## src/rtl/col_drain_arbiter.sv

```systemverilog
// Round-robin drain of COLS column result controllers into a single one-entry output register.
// Optional `SYSTOLA_DRAIN_STALLCNT_EN adds a saturating stall_cnt output.
module col_drain_arbiter #(
  parameter int COLS     = 8,
  parameter int ROWS     = 8,
  parameter int OUTWIDTH = 32,
  parameter int CW       = $clog2(COLS)
) (
  input  logic                clk,
  input  logic                rst,
  input  logic                en,
  input  logic [OUTWIDTH-1:0] col_r [0:COLS-1],
  input  logic [COLS-1:0]     col_v,
  output logic [COLS-1:0]     col_rread,
  output logic [OUTWIDTH-1:0] out_data,
  output logic [CW-1:0]       out_col,
  output logic                out_valid,
  input  logic                out_ready,
`ifdef SYSTOLA_DRAIN_STALLCNT_EN
  output logic [15:0]         stall_cnt,
`endif
  output logic                tile_done
);

  localparam int CNTW = (ROWS * COLS > 1) ? $clog2(ROWS * COLS) : 1;
  localparam logic [CNTW-1:0] CNT_LAST = CNTW'(ROWS * COLS - 1);
  localparam logic [CNTW-1:0] CNT_ONE  = CNTW'(1);
  localparam logic [COLS-1:0] ONE_COL  = {{(COLS-1){1'b0}}, 1'b1};
  localparam logic [CW-1:0]   LAST_RST = CW'(COLS - 1);

  logic [OUTWIDTH-1:0] out_data_r;
  logic [CW-1:0]       out_col_r;
  logic                out_valid_r;
  logic                tile_done_r;
  logic [CW-1:0]       last_grant_r;
  logic [CNTW-1:0]     acc_cnt_r;

  logic                gnt_found_s;
  logic [CW-1:0]       gnt_idx_s;
  logic [CW-1:0]       probe_s;
  logic                slot_free_s;
  logic                grant_s;
  logic                accept_s;

  // Round-robin search starting one past the last granted column.
  always_comb begin
    gnt_found_s = 1'b0;
    gnt_idx_s   = '0;
    probe_s     = '0;
    for (int i = 1; i <= COLS; i++) begin
      probe_s = CW'((int'(last_grant_r) + i) % COLS);
      if (!gnt_found_s && col_v[probe_s]) begin
        gnt_found_s = 1'b1;
        gnt_idx_s   = probe_s;
      end else begin
        gnt_found_s = gnt_found_s;
      end
    end
  end

  assign slot_free_s = !out_valid_r || out_ready;
  assign accept_s    = out_valid_r && out_ready;
  assign grant_s     = !rst && en && slot_free_s && gnt_found_s;

  // One-hot read strobe to the granted column, same cycle as the grant.
  always_comb begin
    col_rread = '0;
    if (grant_s) begin
      col_rread = ONE_COL << gnt_idx_s;
    end else begin
      col_rread = '0;
    end
  end

  // Output register: reload on grant, empty on accept without grant.
  always_ff @(posedge clk) begin
    if (rst) begin
      out_data_r   <= '0;
      out_col_r    <= '0;
      out_valid_r  <= 1'b0;
      last_grant_r <= LAST_RST;
    end else if (grant_s) begin
      out_data_r   <= col_r[gnt_idx_s];
      out_col_r    <= gnt_idx_s;
      out_valid_r  <= 1'b1;
      last_grant_r <= gnt_idx_s;
    end else if (accept_s) begin
      out_valid_r  <= 1'b0;
    end else begin
      out_valid_r  <= out_valid_r;
    end
  end

  // Accept counter; the accept that completes a tile wraps it and pulses tile_done.
  always_ff @(posedge clk) begin
    if (rst) begin
      acc_cnt_r   <= '0;
      tile_done_r <= 1'b0;
    end else if (accept_s && (acc_cnt_r == CNT_LAST)) begin
      acc_cnt_r   <= '0;
      tile_done_r <= 1'b1;
    end else if (accept_s) begin
      acc_cnt_r   <= acc_cnt_r + CNT_ONE;
      tile_done_r <= 1'b0;
    end else begin
      tile_done_r <= 1'b0;
    end
  end

`ifdef SYSTOLA_DRAIN_STALLCNT_EN
  logic [15:0] stall_cnt_r;

  // Cycles the consumer back-pressured a held word; restarts each tile.
  always_ff @(posedge clk) begin
    if (rst || tile_done_r) begin
      stall_cnt_r <= 16'd0;
    end else if (out_valid_r && !out_ready && (stall_cnt_r != 16'hFFFF)) begin
      stall_cnt_r <= stall_cnt_r + 16'd1;
    end else begin
      stall_cnt_r <= stall_cnt_r;
    end
  end

  assign stall_cnt = stall_cnt_r;
`endif

  assign out_data  = out_data_r;
  assign out_col   = out_col_r;
  assign out_valid = out_valid_r;
  assign tile_done = tile_done_r;

endmodule

```

## config.mk

```make
export PLATFORM = sky130hd
export DESIGN_NAME = col_drain_arbiter
export DESIGN_NICKNAME = d
export VERILOG_FILES = /design/src/rtl/col_drain_arbiter.sv
export SDC_FILE = /design/constraint.sdc
export NUM_CORES = 1
export LEC_CHECK = 0
export CAP_MARGIN = 0
export CORE_AREA = 2 2 121 123
export CTS_CLUSTER_SIZE = 20
export DETAILED_ROUTE_END_ITERATION = 12
export DIE_AREA = 0 0 123 125
export PLACE_DENSITY = 0.89
export REMOVE_ABC_BUFFERS = 1
export SKIP_CTS_REPAIR_TIMING = 1
export SYNTH_ARGS = -nofsm -noshare
export SYNTH_HDL_FRONTEND = slang
export SYNTH_SLANG_ARGS = --single-unit
```

## constraint.sdc

```tcl
create_clock -name clk -period 10.7 [get_ports clk]
set_input_delay 1.605 -clock clk [delete_from_list [all_inputs] [get_ports clk]]
set_output_delay 1.605 -clock clk [all_outputs]
set_load 0.02 [all_outputs]
```

==> results of run 1 <==
-- power by group through the flow --
stage	Sequential [mW]	Combinational [mW]	Clock, mW
6_report	0.212	0.855	0.207
5_1_grt	0.215	0.919	0.218
4_1_cts	0.212	0.859	0.212
3_5_place_dp	0.215	0.857	0
3_3_place_gp	0.214	0.846	0
2_1_floorplan	0.237	0.687	0
-- cells in the final DEF (no fill, tap or decap), types with 3 or more instances in the layout --
cell type	n
o21ai_0	5
o21ai_1	8
nand3_1	3
xor2_1	3
clkbuf_16	5
nand3b_1	8
mux4_2	21
nand2b_1	5
a21oi_1	9
clkdlybuf4s50_1	311
and2_1	6
dfxtp_1	46
nor2_1	39
mux2_2	3
nor3_1	6
nand2_1	19
mux2i_1	213
xnor2_1	5
buf_4	7
ha_1	3
a211oi_1	25
nor3b_1	5
inv_1	7
a31oi_1	3
a22oi_1	4
-- per-layer routing --
metal | vias to the layer above | wire, um
li1 | 2541 | -
met1 | 2396 | 7077
met2 | 239 | 9488
met3 | 45 | 1140
met4 | 4 | 561
met5 | - | 27
-- cell usage after synthesis, types with 2 or more instances --
cell type,n
buf_8,6
nor2_1,39
nand4b_1,2
or2_2,2
and3_1,2
nor3_1,6
a211oi_1,25
inv_1,7
clkbuf_1,18
mux2_2,3
and2_1,6
dfxtp_1,46
a22oi_2,2
mux2i_1,213
o21a_1,2
nand2b_1,5
a31oi_1,4
nand2_1,19
buf_4,7
a2111oi_0,2
ha_1,3
nor3b_1,5
a22oi_1,4
o21ai_0,5
buf_6,5
mux4_2,21
buf_2,11
a21oi_1,9
xor2_1,3
xnor2_1,5
o21ai_1,8
nand3b_1,8
nand3_1,3
a41oi_1,2
-- final timing paths --
| kind | to | slack, ns | cells after the start |
|---|---|---|---|
| min | out_col[0] | 0.46 | 2 |
| max reg2reg | out_data[1] | 4.46 | 14 |
| min reg2reg | out_col[0] | 0.46 | 2 |
| max | col_rread[6] | 2.94 | 10 |
-- tightest hold or removal path: stages (launching register included) --
cell and delay [ns]:
dfxtp_1 0.31, nand2_1 0.05, a21oi_1 0.06
-- state kept, by name, indices dropped and copies added, names as in the netlist --
signal        count
out_data         32
out_valid         1
last_grant_r      3
acc_cnt_r         6
out_col           3
tile_done         1
-- cells by family (layout without fill, tap and decap cells) --
group                      after synthesis  count (layout)  share of synthesized area
muxes                                  237             237                     0.5238
and+or+nand+nor                        103             103                     0.1026
AOI/OAI and AO/OA                       72              72                    0.09960
buffers and inverters                   55             334                    0.06979
DFF                                     46              46                     0.1828
xor gates and xnor gates                 8               8                    0.01391
adders and majority gates                3               3                   0.007452
-- final cells by class --
cell class / instances / area (um^2) / share of cell area
Clock buffer: 6 / 138.9 / 0.01668
Clock inverter: 2 / 60.06 / 0.007212
Inverter: 7 / 26.28 / 0.003155
Multi-Input combinational cell: 423 / 3781 / 0.4540
Sequential cell: 46 / 920.9 / 0.1106
Tap cell: 184 / 230.2 / 0.02764
Timing Repair Buffer: 319 / 3171 / 0.3807
-- per-stage QoR --
step           setup slack (ns)  cells  power (mW)  instance area (um^2)
2_1_floorplan           -0.6279    476      0.9239                  4712
3_3_place_gp              3.053    979       1.061                  8129
3_5_place_dp              2.949    979       1.072                  8129
4_1_cts                   2.945    987       1.283                  8328
5_1_grt                   2.628    987       1.353                  8328
6_report                  2.942    987       1.274                  8328
==> flow_metrics.env, run 1 <==
export IMPL_area_growth_syn_to_layout_pct=65.33
export IMPL_ctsRootBufferMaster="clkbuf_16"
export IMPL_final_setup_viol_count=0
export IMPL_seq_power_share=0.166
export IMPL_timing_final_hold_violations=0
export IMPL_vdd_ir_drop_worst_mv=0.1037
export IMPL_ys_types=50
export IMPL_hp_class="reg -> reg"
export IMPL_number_of_global_route_vias_before_repair=5355
export IMPL_critPathLaunchType="input pin"
export IMPL_synth_top_flop_cell="dfxtp_1"
export IMPL_drive_gt1_frac=0.05729
export IMPL_r2r_start="last_grant_r[1]"
export IMPL_achievable_frequency_mhz=128.9
export IMPL_yosys_warnings=0
export IMPL_netlist_top_cell_by_area="mux2i_1"
export IMPL_routed_wl_mm=18.30
export IMPL_floorplan_initialDensity=0.3547
export IMPL_timing_hold_ws_ns=0.4646
export IMPL_timing_critical_path_cells="clkdlybuf4s50_1, mux4_2, or4_1, nor4_1, nand2_1, a31oi_4, buf_4, nand2_1, nor3_1, clkdlybuf4s50_1"
export IMPL_cp_slowest_stage_delay_ns=0.72
export IMPL_report_final_slew_viol_count=0
export IMPL_insertedDiodeCount=0
export IMPL_worst_slew_margin_rel=0.3072
export IMPL_totalNegativeSetupSlack_ns=0
export IMPL_initial_antenna_violation_count=2
export IMPL_die_w_um=123
export IMPL_grt_start_max_net_pins=66
export IMPL_sw_frac_of_total=0.3868
export IMPL_post_synth_inst_count=524
export IMPL_clock_tree_buffer_depth=2
export IMPL_yosysSeqAreaShare=0.1828
export IMPL_postSynthRegisterBits=46
export IMPL_startpoint="col_v[2]"
export IMPL_route_detailed_drc=0
export IMPL_placeableCoreArea_um2=14200
export IMPL_worst_slew_pin_transition_ns=1.039
export IMPL_powerDensity_nw_per_um2=153.0
export IMPL_critical_path_buf_inv_count=3
export IMPL_post_synth_cell_area_avg_um2=9.613
export IMPL_groute_usage_overall=0.2383
export IMPL_tritoncts_buffers=5
export IMPL_grt_setup_unrepaired="false"
export IMPL_met1_usage=0.2878
export IMPL_detail_route_first_pass_iterations=5
export IMPL_fillCellCount=1287
export IMPL_finish_net_count=1073
export IMPL_status="complete, no violations"
export IMPL_netlist_area_um2=5037
export IMPL_gr_usage_met2=0.4225
export IMPL_cell_family_contributing_the_most_delay_on_the_critical_path="buffers and inverters"
export IMPL_global_route_peak_usage_layer="met2"
export IMPL_timing_hold_worst_start="out_col[0]"
export IMPL_tritoncts="done"
export IMPL_row_count=44
export IMPL_dr_total_vias=5225
export IMPL_htree_num_levels=2
export IMPL_gp_congestion=0.8633
export IMPL_routed_wire_length_per_instance_um=18.54
export IMPL_timing_final_crit_share=0.7251
export IMPL_grt_use_met3=0.04608
export IMPL_cell_internal_pwr_mw=0.7812
export IMPL_synth_area_top_cells="mux2i_1 42%, dfxtp_1 18%, mux4_2 9.4%, a211oi_1 3.7%, nor2_1 2.9%"
export IMPL_worst_endpoint_arrival_ns=6.15
export IMPL_timing_critical_path_to_type="primary output"
export IMPL_gr_total_overflow=0
export IMPL_drt_antenna_violating_nets=0
export IMPL_critPathRequiredTime_ns=9.10
export IMPL_clock_skew_final_ns=0.005274
export IMPL_clkLatencyLatePin_ns=0.29
export IMPL_slowest_stage="buf_4"
export IMPL_synth_edff_count=0
export IMPL_net_switching_power_mw=0.4928
export IMPL_detailedRoute_firstIterationViolations=267
export IMPL_clock_sink_count=46
export IMPL_pwr_share_clk=0.163
export IMPL_port_buffer_count=312
export IMPL_fin_util=0.5863
export IMPL_die_height_um=125
export IMPL_max_cap_violations=0
export IMPL_timing_critical_path_fanout_max=61
export IMPL_p_comb_frac=0.671
export IMPL_grt_pass1_wl_mm=28.62
export IMPL_asyncSetResetFlopFracSynth=0
export IMPL_detailed_place_hpwl_mm=14.94
export IMPL_timing_worst_setup_path_type="in -> out"
export IMPL_design_die_area_um2=15380
export IMPL_finalWorstPathRequiredPeriod_ns=7.758
export IMPL_clock_transition_at_path_regs_ns=0.06
export IMPL_synth_top_cell_area_share=0.4232
export IMPL_via_per_inst=5.294
export IMPL_power_static_leakage_nw=3.343
export IMPL_io_pins=313
Note: power is estimated with default switching activity, not from simulation.
==> inputs of run 2 (changes only) <==
CORE_AREA = 2 2 122 124   (was 2 2 121 123)
DIE_AREA = 0 0 124 126   (was 0 0 123 125)
PLACE_DENSITY = 0.87   (was 0.89)
clock period = 7.52 ns   (was 10.7 ns; I/O delays follow)
==> run 2 against run 1 <==
Compared with the run above: combinational power rose by 44%; cell count up 0.61%; hold slack lost 0.011 ns; register-to-register slack got worse by 2.6 ns; clock skew about the same; flip-flop and latch count unchanged; via count is 1.3% lower; critical path depth up 3; non-clock buffer count is 3 higher; sequential power is 41% higher; wire length increased by 2.2%; critical path type is now reg -> out; largest cell class unchanged.
==> flow_metrics.env, run 2 (same netlist as run 1, synthesis figures left out) <==
export IMPL_timing_final_crit_share=0.8585
export IMPL_clock_tree_buffer_depth=2
export IMPL_m1WireLength_mm=7.515
export IMPL_drive_gt1_frac=0.06079
export IMPL_total_power_mw=1.749
export IMPL_startpoint="last_grant_r[0]"
export IMPL_final_cell_mix="311 x clkdlybuf4s50_1, 213 x mux2i_1, 46 x dfxtp_1"
export IMPL_detailroute_wirelength_met3_mm=1.127
export IMPL_ff2ff_setup_slack_ns=1.89
export IMPL_grt_start_max_net_pins=62
export IMPL_dp_slack_ns=1.387
export IMPL_net_switching_power_mw=0.7102
export IMPL_max_cap_violations=0
export IMPL_cp_slowest_stage_delay_ns=0.82
export IMPL_clkLatencyLatePin_ns=0.29
export IMPL_postPlaceCellArea_um2=8152
export IMPL_dr_total_vias=5159
export IMPL_finalWorstPathRequiredPeriod_ns=6.456
export IMPL_initial_antenna_violation_count=3
export IMPL_groute_usage_overall=0.2359
export IMPL_via_per_inst=5.195
export IMPL_design_die_area_um2=15620
export IMPL_clock_sink_count=46
export IMPL_leading_cell_type_in_the_layout_fill_and_taps_excluded="clkdlybuf4s50_1"
export IMPL_timing_critical_path_to_type="primary output"
export IMPL_final_setup_viol_count=0
export IMPL_worst_endpoint_arrival_ns=5.33
export IMPL_tritoncts_buffers=5
export IMPL_routed_wl_mm=18.69
export IMPL_grt_pass1_wl_mm=28.66
export IMPL_final_design_instance_area_without_fill_um2=8305
export IMPL_fin_util=0.5802
export IMPL_worst_slew_margin_rel=0.3197
export IMPL_area_growth_syn_to_layout_pct=64.88
export IMPL_route_detailed_drc=0
export IMPL_power_static_leakage_nw=3.329
export IMPL_timing_final_hold_violations=0
export IMPL_seq_power_share=0.170
export IMPL_floorplan_initialDensity=0.3519
export IMPL_slowest_stage="dfxtp_1"
export IMPL_finalWorstSetupSlack_ns=1.064
export IMPL_placeableCoreArea_um2=14310
export IMPL_route_met2_wl_mm=9.455
export IMPL_io_pins=313
export IMPL_sw_frac_of_total=0.4060
export IMPL_drt_antenna_violating_nets=0
export IMPL_detailed_place_hpwl_mm=15.11
export IMPL_largest_register_ffs=32
export IMPL_powerDensity_nw_per_um2=210.6
export IMPL_timing_hold_ws_ns=0.4541
export IMPL_htree_num_levels=2
export IMPL_r2r_start="last_grant_r[0]"
export IMPL_timing_critical_path_fanout_max=29
export IMPL_tritoncts="done"
export IMPL_dr_max_layer_used="met4"
export IMPL_finish_net_count=1076
export IMPL_grt_setup_unrepaired="false"
export IMPL_status="complete, no violations"
export IMPL_port_buffer_count=312
export IMPL_report_final_slew_viol_count=0
export IMPL_clock_transition_at_path_regs_ns=0.07
export IMPL_timing_hold_worst_start="out_col[2]"
export IMPL_ctsRootBufferMaster="clkbuf_16"
export IMPL_routed_wire_length_per_instance_um=18.83
export IMPL_p_comb_frac=0.702
export IMPL_achievable_frequency_mhz=154.9
export IMPL_timing_worst_setup_path_type="reg -> out"
export IMPL_die_height_um=126
export IMPL_detailedRoute_firstIterationViolations=165
export IMPL_critPathRequiredTime_ns=6.39
export IMPL_cell_internal_pwr_mw=1.039
export IMPL_pwr_share_clk=0.128
export IMPL_hp_class="reg -> reg"
export IMPL_detail_route_first_pass_iterations=4
export IMPL_gr_total_overflow=0
export IMPL_number_of_global_route_vias_before_repair=5294
export IMPL_worst_slew_pin_transition_ns=1.021
export IMPL_critPathLaunchType="flop"
export IMPL_vdd_ir_drop_worst_mv=0.1414
export IMPL_gp_congestion=0.8767
export IMPL_timing_critical_path_cells="inv_1, ha_1, mux4_2, mux2i_1, a32oi_1, nor2_1, nand2_1, o32ai_1, a31oi_4, buf_4, nand2b_1, nor3_1, clkdlybuf4s50_1"
export IMPL_row_count=44
export IMPL_die_w_um=124
export IMPL_clock_skew_final_ns=0.005597
run 2: cell count changes in the layout (fill, tap and decap cells not counted), sizes merged:
cell      delta
diode        +3
clkbuf       -1
bufinv       -2
clkinvlp     +1
buf          +3
clkinv       +2
run 2: path summary, 6_finish.rpt:
| path | to | cells after the start |
|---|---|---|
| min | out_col[2] | 2 |
| min reg2reg | out_col[2] | 2 |
| max reg2reg | out_data[27] | 13 |
| max | col_rread[2] | 13 |
run 2: critical path, delay by kind of cell (launching register included):
family          cells  cell delay, ns
fa+ha+maj           1            0.72
mux                 2            0.77
buf+inv             3            1.19
flops               1            0.82
compound gates      3            0.62
simple gates        4            0.90
run 2: power by group through the flow:
stage / Sequential (mW) / Clock (mW) / Combinational (mW)
after global routing: 0.302 / 0.237 / 1.32
after CTS: 0.298 / 0.230 / 1.23
after detailed placement: 0.303 / 0 / 1.23
after floorplan: 0.337 / 0 / 0.977
after global placement: 0.303 / 0 / 1.22
final: 0.298 / 0.224 / 1.23
run 2: layout make-up:
| cell class | instances | area (um^2) |
|---|---|---|
| Fill cell | 1262 | 6008 |
| Multi-Input combinational cell | 423 | 3781 |
| Timing Repair Buffer | 322 | 3193 |
| Sequential cell | 46 | 920.9 |
| Tap cell | 184 | 230.2 |
| Clock buffer | 5 | 125.1 |
| Inverter | 7 | 26.28 |
| Clock inverter | 3 | 21.27 |
| Antenna cell | 3 | 7.507 |
run 2: stage by stage:
stage               std cells  setup TNS [ns]
global placement          982               0
detailed placement        982               0
CTS                       990               0
floorplan                 476          -80.17
global route              993               0
finish                    993               0
run 2: routing by layer:
layer	global-route usage	up-vias
li1	-	2548
met1	0.2887	2351
met2	0.4043	217
met3	0.04891	43
met4	0.08658	0
met5	0	-
